[src/rtl/pipe_stage_if.sv]
// Valid/ready handshake bundle carrying a data word and a control bundle
// between pipeline stages.
interface pipe_stage_if #(
  parameter int unsigned DATA_W = 32,
  parameter int unsigned CTRL_W = 9
);
  logic              valid;
  logic              ready;
  logic [DATA_W-1:0] data;
  logic [CTRL_W-1:0] ctrl;

  modport master (output valid, output data, output ctrl, input  ready);
  modport slave  (input  valid, input  data, input  ctrl, output ready);
endinterface

[src/rtl/pipe_stage.sv]
// Elastic pipeline register with a one-entry skid buffer, synchronous flush,
// optional bubble masking of control and a saturating backpressure counter.
module pipe_stage #(
  parameter int unsigned DATA_W      = 32,
  parameter int unsigned CTRL_W      = 9,
  parameter bit          ZERO_BUBBLE = 1'b1,
  parameter int unsigned CNT_W       = 16
) (
  input  logic             clock,
  input  logic             reset,
  input  logic             flush,
  pipe_stage_if.slave      in_if,
  pipe_stage_if.master     out_if,
  output logic [CNT_W-1:0] stall_cnt
);

  logic              main_valid_q, main_valid_d;
  logic [DATA_W-1:0] main_data_q,  main_data_d;
  logic [CTRL_W-1:0] main_ctrl_q,  main_ctrl_d;
  logic              skid_valid_q, skid_valid_d;
  logic [DATA_W-1:0] skid_data_q,  skid_data_d;
  logic [CTRL_W-1:0] skid_ctrl_q,  skid_ctrl_d;
  logic [CNT_W-1:0]  stall_q,      stall_d;

  logic in_fire;
  logic out_fire;

  assign in_if.ready = ~skid_valid_q;
  assign in_fire     = in_if.valid & ~skid_valid_q;
  assign out_fire    = main_valid_q & out_if.ready;

  always_comb begin
    main_valid_d = main_valid_q;
    main_data_d  = main_data_q;
    main_ctrl_d  = main_ctrl_q;
    skid_valid_d = skid_valid_q;
    skid_data_d  = skid_data_q;
    skid_ctrl_d  = skid_ctrl_q;
    if (flush) begin
      main_valid_d = 1'b0;
      skid_valid_d = 1'b0;
    end else if (skid_valid_q) begin
      if (out_fire) begin
        main_data_d  = skid_data_q;
        main_ctrl_d  = skid_ctrl_q;
        skid_valid_d = 1'b0;
      end
    end else if (!main_valid_q || out_fire) begin
      main_valid_d = in_fire;
      if (in_fire) begin
        main_data_d = in_if.data;
        main_ctrl_d = in_if.ctrl;
      end
    end else if (in_fire) begin
      // Main is stalled: the one word already in flight parks in the skid.
      skid_valid_d = 1'b1;
      skid_data_d  = in_if.data;
      skid_ctrl_d  = in_if.ctrl;
    end
  end

  always_comb begin
    stall_d = stall_q;
    if (main_valid_q && !out_if.ready && (stall_q != '1)) begin
      stall_d = stall_q + 1'b1;
    end
  end

  always_ff @(posedge clock) begin
    if (reset) begin
      main_valid_q <= 1'b0;
      main_data_q  <= '0;
      main_ctrl_q  <= '0;
      skid_valid_q <= 1'b0;
      skid_data_q  <= '0;
      skid_ctrl_q  <= '0;
      stall_q      <= '0;
    end else begin
      main_valid_q <= main_valid_d;
      main_data_q  <= main_data_d;
      main_ctrl_q  <= main_ctrl_d;
      skid_valid_q <= skid_valid_d;
      skid_data_q  <= skid_data_d;
      skid_ctrl_q  <= skid_ctrl_d;
      stall_q      <= stall_d;
    end
  end

  assign out_if.valid = main_valid_q;
  assign out_if.data  = main_data_q;
  assign out_if.ctrl  = (ZERO_BUBBLE && !main_valid_q) ? '0 : main_ctrl_q;
  assign stall_cnt    = stall_q;

endmodule

[src/flat_wrapper.sv]
// flat-port wrapper written by rule: the top's interface ports become plain ports
module pipe_stage_flat 
#(
  parameter int unsigned DATA_W      = 32,
  parameter int unsigned CTRL_W      = 9,
  parameter bit          ZERO_BUBBLE = 1'b1,
  parameter int unsigned CNT_W       = 16
)
  (clock, reset, flush, stall_cnt, in_if_valid, in_if_data, in_if_ctrl, in_if_ready, out_if_valid, out_if_data, out_if_ctrl, out_if_ready);
  pipe_stage_if #(.DATA_W(DATA_W), .CTRL_W(CTRL_W)) in_if_i ();
  pipe_stage_if #(.DATA_W(DATA_W), .CTRL_W(CTRL_W)) out_if_i ();
  input  logic clock;
  input  logic reset;
  input  logic flush;
  output logic [CNT_W-1:0] stall_cnt;
  input wire logic [$bits(in_if_i.valid)-1:0] in_if_valid;
  input wire logic [$bits(in_if_i.data)-1:0] in_if_data;
  input wire logic [$bits(in_if_i.ctrl)-1:0] in_if_ctrl;
  output wire logic [$bits(in_if_i.ready)-1:0] in_if_ready;
  output wire logic [$bits(out_if_i.valid)-1:0] out_if_valid;
  output wire logic [$bits(out_if_i.data)-1:0] out_if_data;
  output wire logic [$bits(out_if_i.ctrl)-1:0] out_if_ctrl;
  input wire logic [$bits(out_if_i.ready)-1:0] out_if_ready;
  assign in_if_i.valid = in_if_valid;
  assign in_if_i.data = in_if_data;
  assign in_if_i.ctrl = in_if_ctrl;
  assign in_if_ready = in_if_i.ready;
  assign out_if_valid = out_if_i.valid;
  assign out_if_data = out_if_i.data;
  assign out_if_ctrl = out_if_i.ctrl;
  assign out_if_i.ready = out_if_ready;
  pipe_stage #(.DATA_W(DATA_W), .CTRL_W(CTRL_W), .ZERO_BUBBLE(ZERO_BUBBLE), .CNT_W(CNT_W)) u_core (.clock(clock), .reset(reset), .flush(flush), .in_if(in_if_i), .out_if(out_if_i), .stall_cnt(stall_cnt));
endmodule
[config.mk]
export PLATFORM = sky130hd
export DESIGN_NAME = pipe_stage_flat
export DESIGN_NICKNAME = d
export VERILOG_FILES = /design/src/rtl/pipe_stage_if.sv /design/src/rtl/pipe_stage.sv /design/src/flat_wrapper.sv
export SDC_FILE = /design/constraint.sdc
export NUM_CORES = 1
export LEC_CHECK = 0
export ABC_AREA = 1
export CAP_MARGIN = 5
export CORE_ASPECT_RATIO = 1.2
export CORE_MARGIN = 2
export CORE_UTILIZATION = 50
export DETAILED_ROUTE_END_ITERATION = 10
export GPL_ROUTABILITY_DRIVEN = 0
export PLACE_DENSITY = 0.81
export SETUP_SLACK_MARGIN = 0.4
export SYNTH_ARGS = -nofsm -noshare
export SYNTH_HDL_FRONTEND = slang
export SYNTH_SLANG_ARGS = --single-unit
[constraint.sdc]
create_clock -name clock -period 1.51 [get_ports clock]
set_input_delay 0.151 -clock clock [delete_from_list [all_inputs] [get_ports clock]]
set_output_delay 0.151 -clock clock [all_outputs]
set_load 0.005 [all_outputs]
==> results of run 1 <==
[per-stage QoR]
step / instances / instance area (um2) / util (%)
floorplan: 669 / 4700 / -
global placement: 885 / 5940 / 66.1
detailed placement: 885 / 5940 / 66.1
CTS: 933 / 6790 / 75.6
global route: 961 / 7540 / 83.9
finish: 961 / 7540 / 83.9
[kinds of logic (layout without fill, tap and decap cells)]
logic type | count (synthesis) | count (layout)
fa+ha+maj | 1 | 1
simple gates | 337 | 338
flops | 100 | 100
buf+inv | 94 | 265
compound gates | 133 | 133
xor+xnor | 4 | 4
[cell usage in the layout (no fill, tap or decap), drive strengths merged, types with 4 or more instances in the layout]
| cell | n |
|---|---|
| nand3 | 15 |
| nor2 | 170 |
| clkdlybuf4s15 | 36 |
| clkbuf | 20 |
| dlygate4sd2 | 5 |
| buf | 97 |
| clkdlybuf4s50 | 45 |
| inv | 57 |
| o21ai | 104 |
| dfxtp | 100 |
| nand2 | 147 |
| xor2 | 4 |
| a21oi | 27 |
[timing repair]
action,in CTS,in global routing
gates resized for setup,295,146
setup buffers,26,22
gates cloned,6,6
pin swaps,16,50
hold endpoints to repair,0,0
setup endpoints to repair,157,129
[cell type report]
cell class                 instances  area, um2  area share [%]
clock buffer                      10        128            1.69
clock inverter                     6       70.1           0.929
inverter                          56        243            3.22
multi-input combinational        476       2780            36.8
sequential                       100       2090            27.7
tap                              120        150            1.99
timing repair buffer             193       2090            27.7
[synthesized netlist by cell type, types with 5 or more instances]
master	number	area [um2]
sky130_fd_sc_hd__nand3_1	12	60.1
sky130_fd_sc_hd__o21ai_0	88	440
sky130_fd_sc_hd__o21ai_1	16	80.1
sky130_fd_sc_hd__buf_4	7	52.6
sky130_fd_sc_hd__buf_6	5	56.3
sky130_fd_sc_hd__nand2_1	141	529
sky130_fd_sc_hd__a21oi_1	26	130
sky130_fd_sc_hd__dfxtp_1	100	2000
sky130_fd_sc_hd__buf_2	13	65.1
sky130_fd_sc_hd__nor2_1	163	612
sky130_fd_sc_hd__inv_1	51	191
sky130_fd_sc_hd__clkbuf_1	10	37.5
[flip-flops by register name, indices dropped and copies added (netlist names)]
name,flops
u_core.main_ctrl_q,9
u_core.skid_valid_q,1
u_core.out_if.valid,1
u_core.skid_ctrl_q,9
u_core.out_if.data,32
u_core.stall_cnt,16
u_core.skid_data_q,32
[metal layers]
layer	track usage [%]	up-vias	wire length (um)
li1	-	2438	-
met1	29.2	2546	5930
met2	51.3	311	8940
met3	3.73	87	1060
met4	13.7	0	850
met5	0	-	0
[critical path: stages, from the launching register on]
cell and delay (ps):
sky130_fd_sc_hd__dfxtp_4 360, sky130_fd_sc_hd__buf_6 120, sky130_fd_sc_hd__nand2_4 100, sky130_fd_sc_hd__inv_8 60, sky130_fd_sc_hd__nand2_8 70, sky130_fd_sc_hd__nor2_8 50
sky130_fd_sc_hd__buf_4 130, sky130_fd_sc_hd__buf_6 120, sky130_fd_sc_hd__inv_8 170, sky130_fd_sc_hd__nor2_2 70, sky130_fd_sc_hd__nor2_1 210
[worst paths after layout]
check / startpoint / endpoint / depth (start not counted)
min reg2reg: u_core.out_if.data[14] / u_core.out_if.data[14] / 2
max: u_core.out_if.valid / u_core.skid_ctrl_q[7] / 10
max reg2reg: u_core.out_if.valid / u_core.skid_ctrl_q[7] / 10
min: in_if_data[18] / u_core.skid_data_q[18] / 3
[power by group]
part | switching (uW) | internal (uW)
combinational | 469 | 488
clock | 993 | 779
sequential | 82.1 | 2740
==> flow_metrics.py, run 1 <==
metrics = {
    "synth": {
        "muxShareOfSynthArea_pct": 0,
        "number_of_enable_flip_flop_cells_after_synthesis": 0,
        "synth-seq-cells": 100,
        "post_synth_num_cell_types": 31,
        "synth-xor-area-share_pct": 0.767,
        "yosys.area_share.simple_pct": 30.5,
        "ys.flop_type": "sky130_fd_sc_hd__dfxtp_1",
        "postSynthNetCount": 716,
        "postSynth.asyncResetShare_pct": 0,
        "synth_cell_area_um2": 4570,
        "synth.yosys.warnings": 0,
        "synthesized_area_fraction_occupied_by_ao_oa_aoi_and_oai_cells_pct": 15.0,
        "adder_cell_area_share_of_the_yosys_netlist_pct": 0.274,
        "synthesis.instances": 669,
        "syn_avg_cell_area_um2": 6.83,
        "largest_family_of_logic_cells_by_synthesized_area": "simple AND/OR/NAND/NOR gates",
        "ys_seq_area_share_pct": 43.8,
    },
    "die": {
        "dieWidth_um": 91.2,
        "core_area_um2": 8990,
        "pin_count": 105,
        "rows": 38,
        "design.die.area_um2": 9920,
        "fp.dieH_um": 109,
        "initial_utilization_pct": 50.8,
    },
    "routing": {
        "drt_pre_antenna_iters": 6,
        "routed-via-count": 5382,
        "detail_routed_net_length_per_standard_cell_um": 17.5,
        "drcViolationCount": 0,
        "post_drt_via_cell_ratio": 5.60,
        "routed_wl_um": 16800,
        "antenna_violating_nets_post_route": 0,
        "drt-initial-drc-count": 529,
    },
    "sta": {
        "period_share_pct": 104,
        "final.setup_skew_ps": 17.5,
        "slew_headroom_pct": 75.4,
        "final.setup.worst_slack_ps": -53.0,
        "fin_crit_ps": 1560,
        "setup_viol": 2,
        "timing.final.max_slew_violations": 0,
        "max_clock_freq_mhz": 640,
        "grt_setup_unrepaired": "yes",
        "finalHoldViolCount": 0,
        "worst_slew_pin_slew_ps": 365,
        "timing.setup.tns_ps": -65.5,
        "finalHoldWorstSlack_ps": 326,
    },
    "run": {
        "cap_violations": 0,
    },
    "critical_path": {
        "critical_path_required_ps": 1800,
        "critPathLaunchType": "flop",
        "worst-r2r-setup-slack_ps": -50,
        "critPathCaptureType": "flop",
        "crit_path_max_fanout": 21,
        "kind_of_critical_path": "flop to flop",
        "worst_ep_arrival_time_ps": 1850,
    },
    "grt": {
        "grt_antenna_before_repair": 0,
        "grt.overflow.total": 0,
        "grt_pass1_wl_um": 21700,
        "grt_start_max_net_pins": 62,
        "number_of_global_route_vias_before_repair": 4773,
        "track_usage_pct": 27.0,
    },
    "clock_network": {
        "clkSinkCount": 100,
        "ctsLongestPathBuffers": 2,
        "cts_tree": "done",
        "clkTransAtPathRegs_ps": 100,
        "htreeDepth": 3,
        "worstSkewPairLatency_ps": 380,
        "tritoncts.num_buffers": 9,
        "clockRootBuffer": "sky130_fd_sc_hd__clkbuf_8",
        "holdBufCountCts": 0,
    },
    "finish": {
        "final_layout_size_suffix_gt1_share_pct": 39.1,
        "fin_nets": 883,
        "antenna_cells_inserted": 0,
        "areaGrowthSynthToFinish_pct": 65.2,
        "layout.filler_cells": 475,
    },
    "outcome": {
        "violations": "negative setup slack",
        "run_status": "finished with violations",
    },
    "place": {
        "dp_hpwl_um": 8300,
        "placement.io_buffers": 104,
        "post-place-ws_ps": -121,
    },
    "worst_hold_path": {
        "worstHoldPathType": "input port to flop",
    },
    "power": {
        "peak_ir_drop_on_the_vdd_network_v": 0.000675,
        "leak_pwr_uw": 0.00332,
        "cellPowerDensity_nw_per_um2": 736,
        "total_power_of_the_final_layout_uw": 5550,
    },
}
Note: power is estimated with default switching activity, not from simulation.
==> run 2: changes to the inputs <==
--- a/config.mk
+++ b/config.mk
@@ -7,9 +7,11 @@
 export LEC_CHECK = 0
 export ABC_AREA = 1
 export CAP_MARGIN = 5
+export CELL_PAD_IN_SITES_DETAIL_PLACEMENT = 1
+export CELL_PAD_IN_SITES_GLOBAL_PLACEMENT = 1
 export CORE_ASPECT_RATIO = 1.2
 export CORE_MARGIN = 2
-export CORE_UTILIZATION = 50
+export CORE_UTILIZATION = 35
 export DETAILED_ROUTE_END_ITERATION = 10
 export GPL_ROUTABILITY_DRIVEN = 0
 export PLACE_DENSITY = 0.81
==> flow_metrics.py, run 2 (synthesized netlist as in run 1, its figures left out) <==
metrics = {
    "finish": {
        "final_layout_size_suffix_gt1_share_pct": 29.9,
        "storage_element_area_um2": 2070,
        "antenna_cells_inserted": 0,
        "layout.filler_cells": 1580,
        "fin_nets": 867,
        "final_util_pct": 55.4,
        "layout.cells.most_common_list": "sky130_fd_sc_hd__nor2_1 (143), sky130_fd_sc_hd__nand2_1 (128), sky130_fd_sc_hd__dfxtp_1 (64)",
        "multiInputGateArea_um2": 2420,
        "areaGrowthSynthToFinish_pct": 54.4,
        "layout_commonest_cell": "sky130_fd_sc_hd__nor2_1",
        "finalInstanceArea_um2": 7050,
    },
    "sta": {
        "slew_headroom_pct": 80.6,
        "final.setup_skew_ps": 6.35,
        "fin_crit_ps": 1540,
        "max_clock_freq_mhz": 649,
        "timing.final.max_slew_violations": 0,
        "period_share_pct": 102,
        "setup_viol": 1,
        "worst_slew_pin_slew_ps": 287,
        "finalHoldViolCount": 0,
        "grt_setup_unrepaired": "yes",
        "final.setup.worst_slack_ps": -30.1,
        "finalHoldWorstSlack_ps": 369,
    },
    "die": {
        "pin_count": 105,
        "fp.dieH_um": 129,
        "design.die.area_um2": 14000,
        "rows": 45,
        "initial_utilization_pct": 35.9,
        "core_area_um2": 12700,
        "dieWidth_um": 108,
    },
    "clock_network": {
        "worstSkewPairLatency_ps": 340,
        "clkSinkCount": 100,
        "clockRootBuffer": "sky130_fd_sc_hd__clkbuf_16",
        "tritoncts.num_buffers": 9,
        "clkTransAtPathRegs_ps": 70,
        "htreeDepth": 3,
        "ctsLongestPathBuffers": 2,
        "cts_tree": "done",
    },
    "outcome": {
        "run_status": "finished with violations",
        "violations": "negative setup slack",
    },
    "grt": {
        "number_of_global_route_vias_before_repair": 5450,
        "grt_antenna_before_repair": 0,
        "grt_pass1_wl_um": 26200,
        "track_usage_pct": 23.8,
        "grt_start_max_net_pins": 62,
        "grt.overflow.total": 0,
    },
    "worst_hold_path": {
        "worstHoldPathType": "input port to flop",
        "worst_hold_endpoint": "u_core.skid_data_q[14]",
        "whs_path_depth": 3,
        "worstHoldStart": "in_if_data[14]",
    },
    "critical_path": {
        "timing.rr.end": "u_core.stall_cnt[9]",
        "crit_path_max_fanout": 3,
        "critPathCaptureType": "flop",
        "r2r.worst_path.cells": 10,
        "crit-reg2reg-launch": "u_core.stall_cnt[3]",
        "worst_ep_arrival_time_ps": 1770,
        "critical_path_required_ps": 1740,
        "worst-r2r-setup-slack_ps": -30,
        "critPathLaunchType": "flop",
        "kind_of_critical_path": "flop to flop",
    },
    "routing": {
        "routed-via-count": 5007,
        "drt-initial-drc-count": 194,
        "drt_pre_antenna_iters": 6,
        "detail_routed_net_length_per_standard_cell_um": 17.1,
        "drcViolationCount": 0,
        "post_drt_via_cell_ratio": 5.06,
        "routed_wl_um": 16900,
        "antenna_violating_nets_post_route": 0,
    },
    "place": {
        "dp_hpwl_um": 10300,
        "post_dp_cell_area_um2": 6010,
        "placement.io_buffers": 104,
    },
    "power": {
        "peak_ir_drop_on_the_vdd_network_v": 0.000449,
        "leak_pwr_uw": 0.00328,
        "cellPowerDensity_nw_per_um2": 864,
        "total_power_of_the_final_layout_uw": 6090,
    },
    "run": {
        "cap_violations": 0,
    },
}
## run 2: changes by cell type in the layout (fill, tap and decap cells not counted), moves of 9 or more
cell                              change
sky130_fd_sc_hd__nor2_1              +36
sky130_fd_sc_hd__clkdlybuf4s15_1     -27
sky130_fd_sc_hd__o21ai_2             -25
sky130_fd_sc_hd__dlygate4sd2_1       +22
sky130_fd_sc_hd__nor2_4              -22
sky130_fd_sc_hd__o21ai_0             +17
sky130_fd_sc_hd__dfxtp_1             +14
sky130_fd_sc_hd__dfxtp_2             -14
sky130_fd_sc_hd__nor2_2              -14
sky130_fd_sc_hd__buf_2               +10
sky130_fd_sc_hd__o21ai_1              +9
## run 2: layer usage
metal	routed length [um]	vias to the layer above	track usage, %	part of all wire, %
met1	6450	2445	25.3	38
met3	556	41	4.18	3.3
met4	535	0	11.3	3.2
met2	9320	123	45.1	55
met5	0	-	0	0
li1	-	2398	-	-
## run 2: critical path, cell delays in order, from the launching register on
cell and delay [ps]:
sky130_fd_sc_hd__dfxtp_4 360, sky130_fd_sc_hd__buf_4 130, sky130_fd_sc_hd__nand2_1 70, sky130_fd_sc_hd__inv_1 70
sky130_fd_sc_hd__nand2_1 60, sky130_fd_sc_hd__nor2_1 230, sky130_fd_sc_hd__nand2_1 130, sky130_fd_sc_hd__nand2_1 80
sky130_fd_sc_hd__nand2_1 60, sky130_fd_sc_hd__nor2_1 150, sky130_fd_sc_hd__nor2_1 80
## run 2: worst max-delay path by stage
stage | end | startpoint | slack [ps]
floorplan | u_core.stall_cnt[2] | u_core.stall_cnt[0] | 260
finish | u_core.stall_cnt[9] | u_core.stall_cnt[3] | -30
detailed placement | u_core.skid_data_q[29] | in_if_valid | -160
CTS | u_core.skid_ctrl_q[6] | u_core.out_if.valid | 120
global route | u_core.stall_cnt[9] | u_core.stall_cnt[3] | -60
global placement | u_core.out_if.data[16] | in_if_valid | -90
## run 2: report_power, final
part | internal (uW) | switching, uW
registers | 2730 | 76.4
clock network | 1430 | 1040
logic | 411 | 401
## run 2: final cells by class
type	instances	share of cell area, %
sequential	100	29.4
clock buffer	11	3.74
inverter	56	3.30
tap	164	2.91
clock inverter	5	0.799
multi-input combinational	475	34.4
timing repair buffer	178	25.5
## run 2: per-stage QoR
| stage | TNS [ps] | worst slack [ps] | cells |
|---|---|---|---|
| finish | -30.1 | -30.1 | 989 |
| floorplan | 0 | 258 | 669 |
| detailed placement | -8850 | -156 | 931 |
| CTS | 0 | 125 | 981 |
| global placement | -4620 | -89.0 | 931 |
| global route | -58.5 | -58.5 | 989 |
## run 2: repair_timing
action / CTS / global route
endpoints found under the setup margin: 157 / 130
cloned: 4 / 2
setup buffers: 30 / 6
resized for setup: 252 / 46
pin swaps: 31 / 25
hold buffers: 0 / 0
==> run 3: changes to the inputs <==
--- a/config.mk
+++ b/config.mk
@@ -6,7 +6,7 @@
 export NUM_CORES = 1
 export LEC_CHECK = 0
 export ABC_AREA = 1
-export CAP_MARGIN = 5
+export CAP_MARGIN = 20
 export CELL_PAD_IN_SITES_DETAIL_PLACEMENT = 1
 export CELL_PAD_IN_SITES_GLOBAL_PLACEMENT = 1
 export CORE_ASPECT_RATIO = 1.2
==> results of run 3 <==
No change in the layout: final DEF, timing and power equal those of run 2.
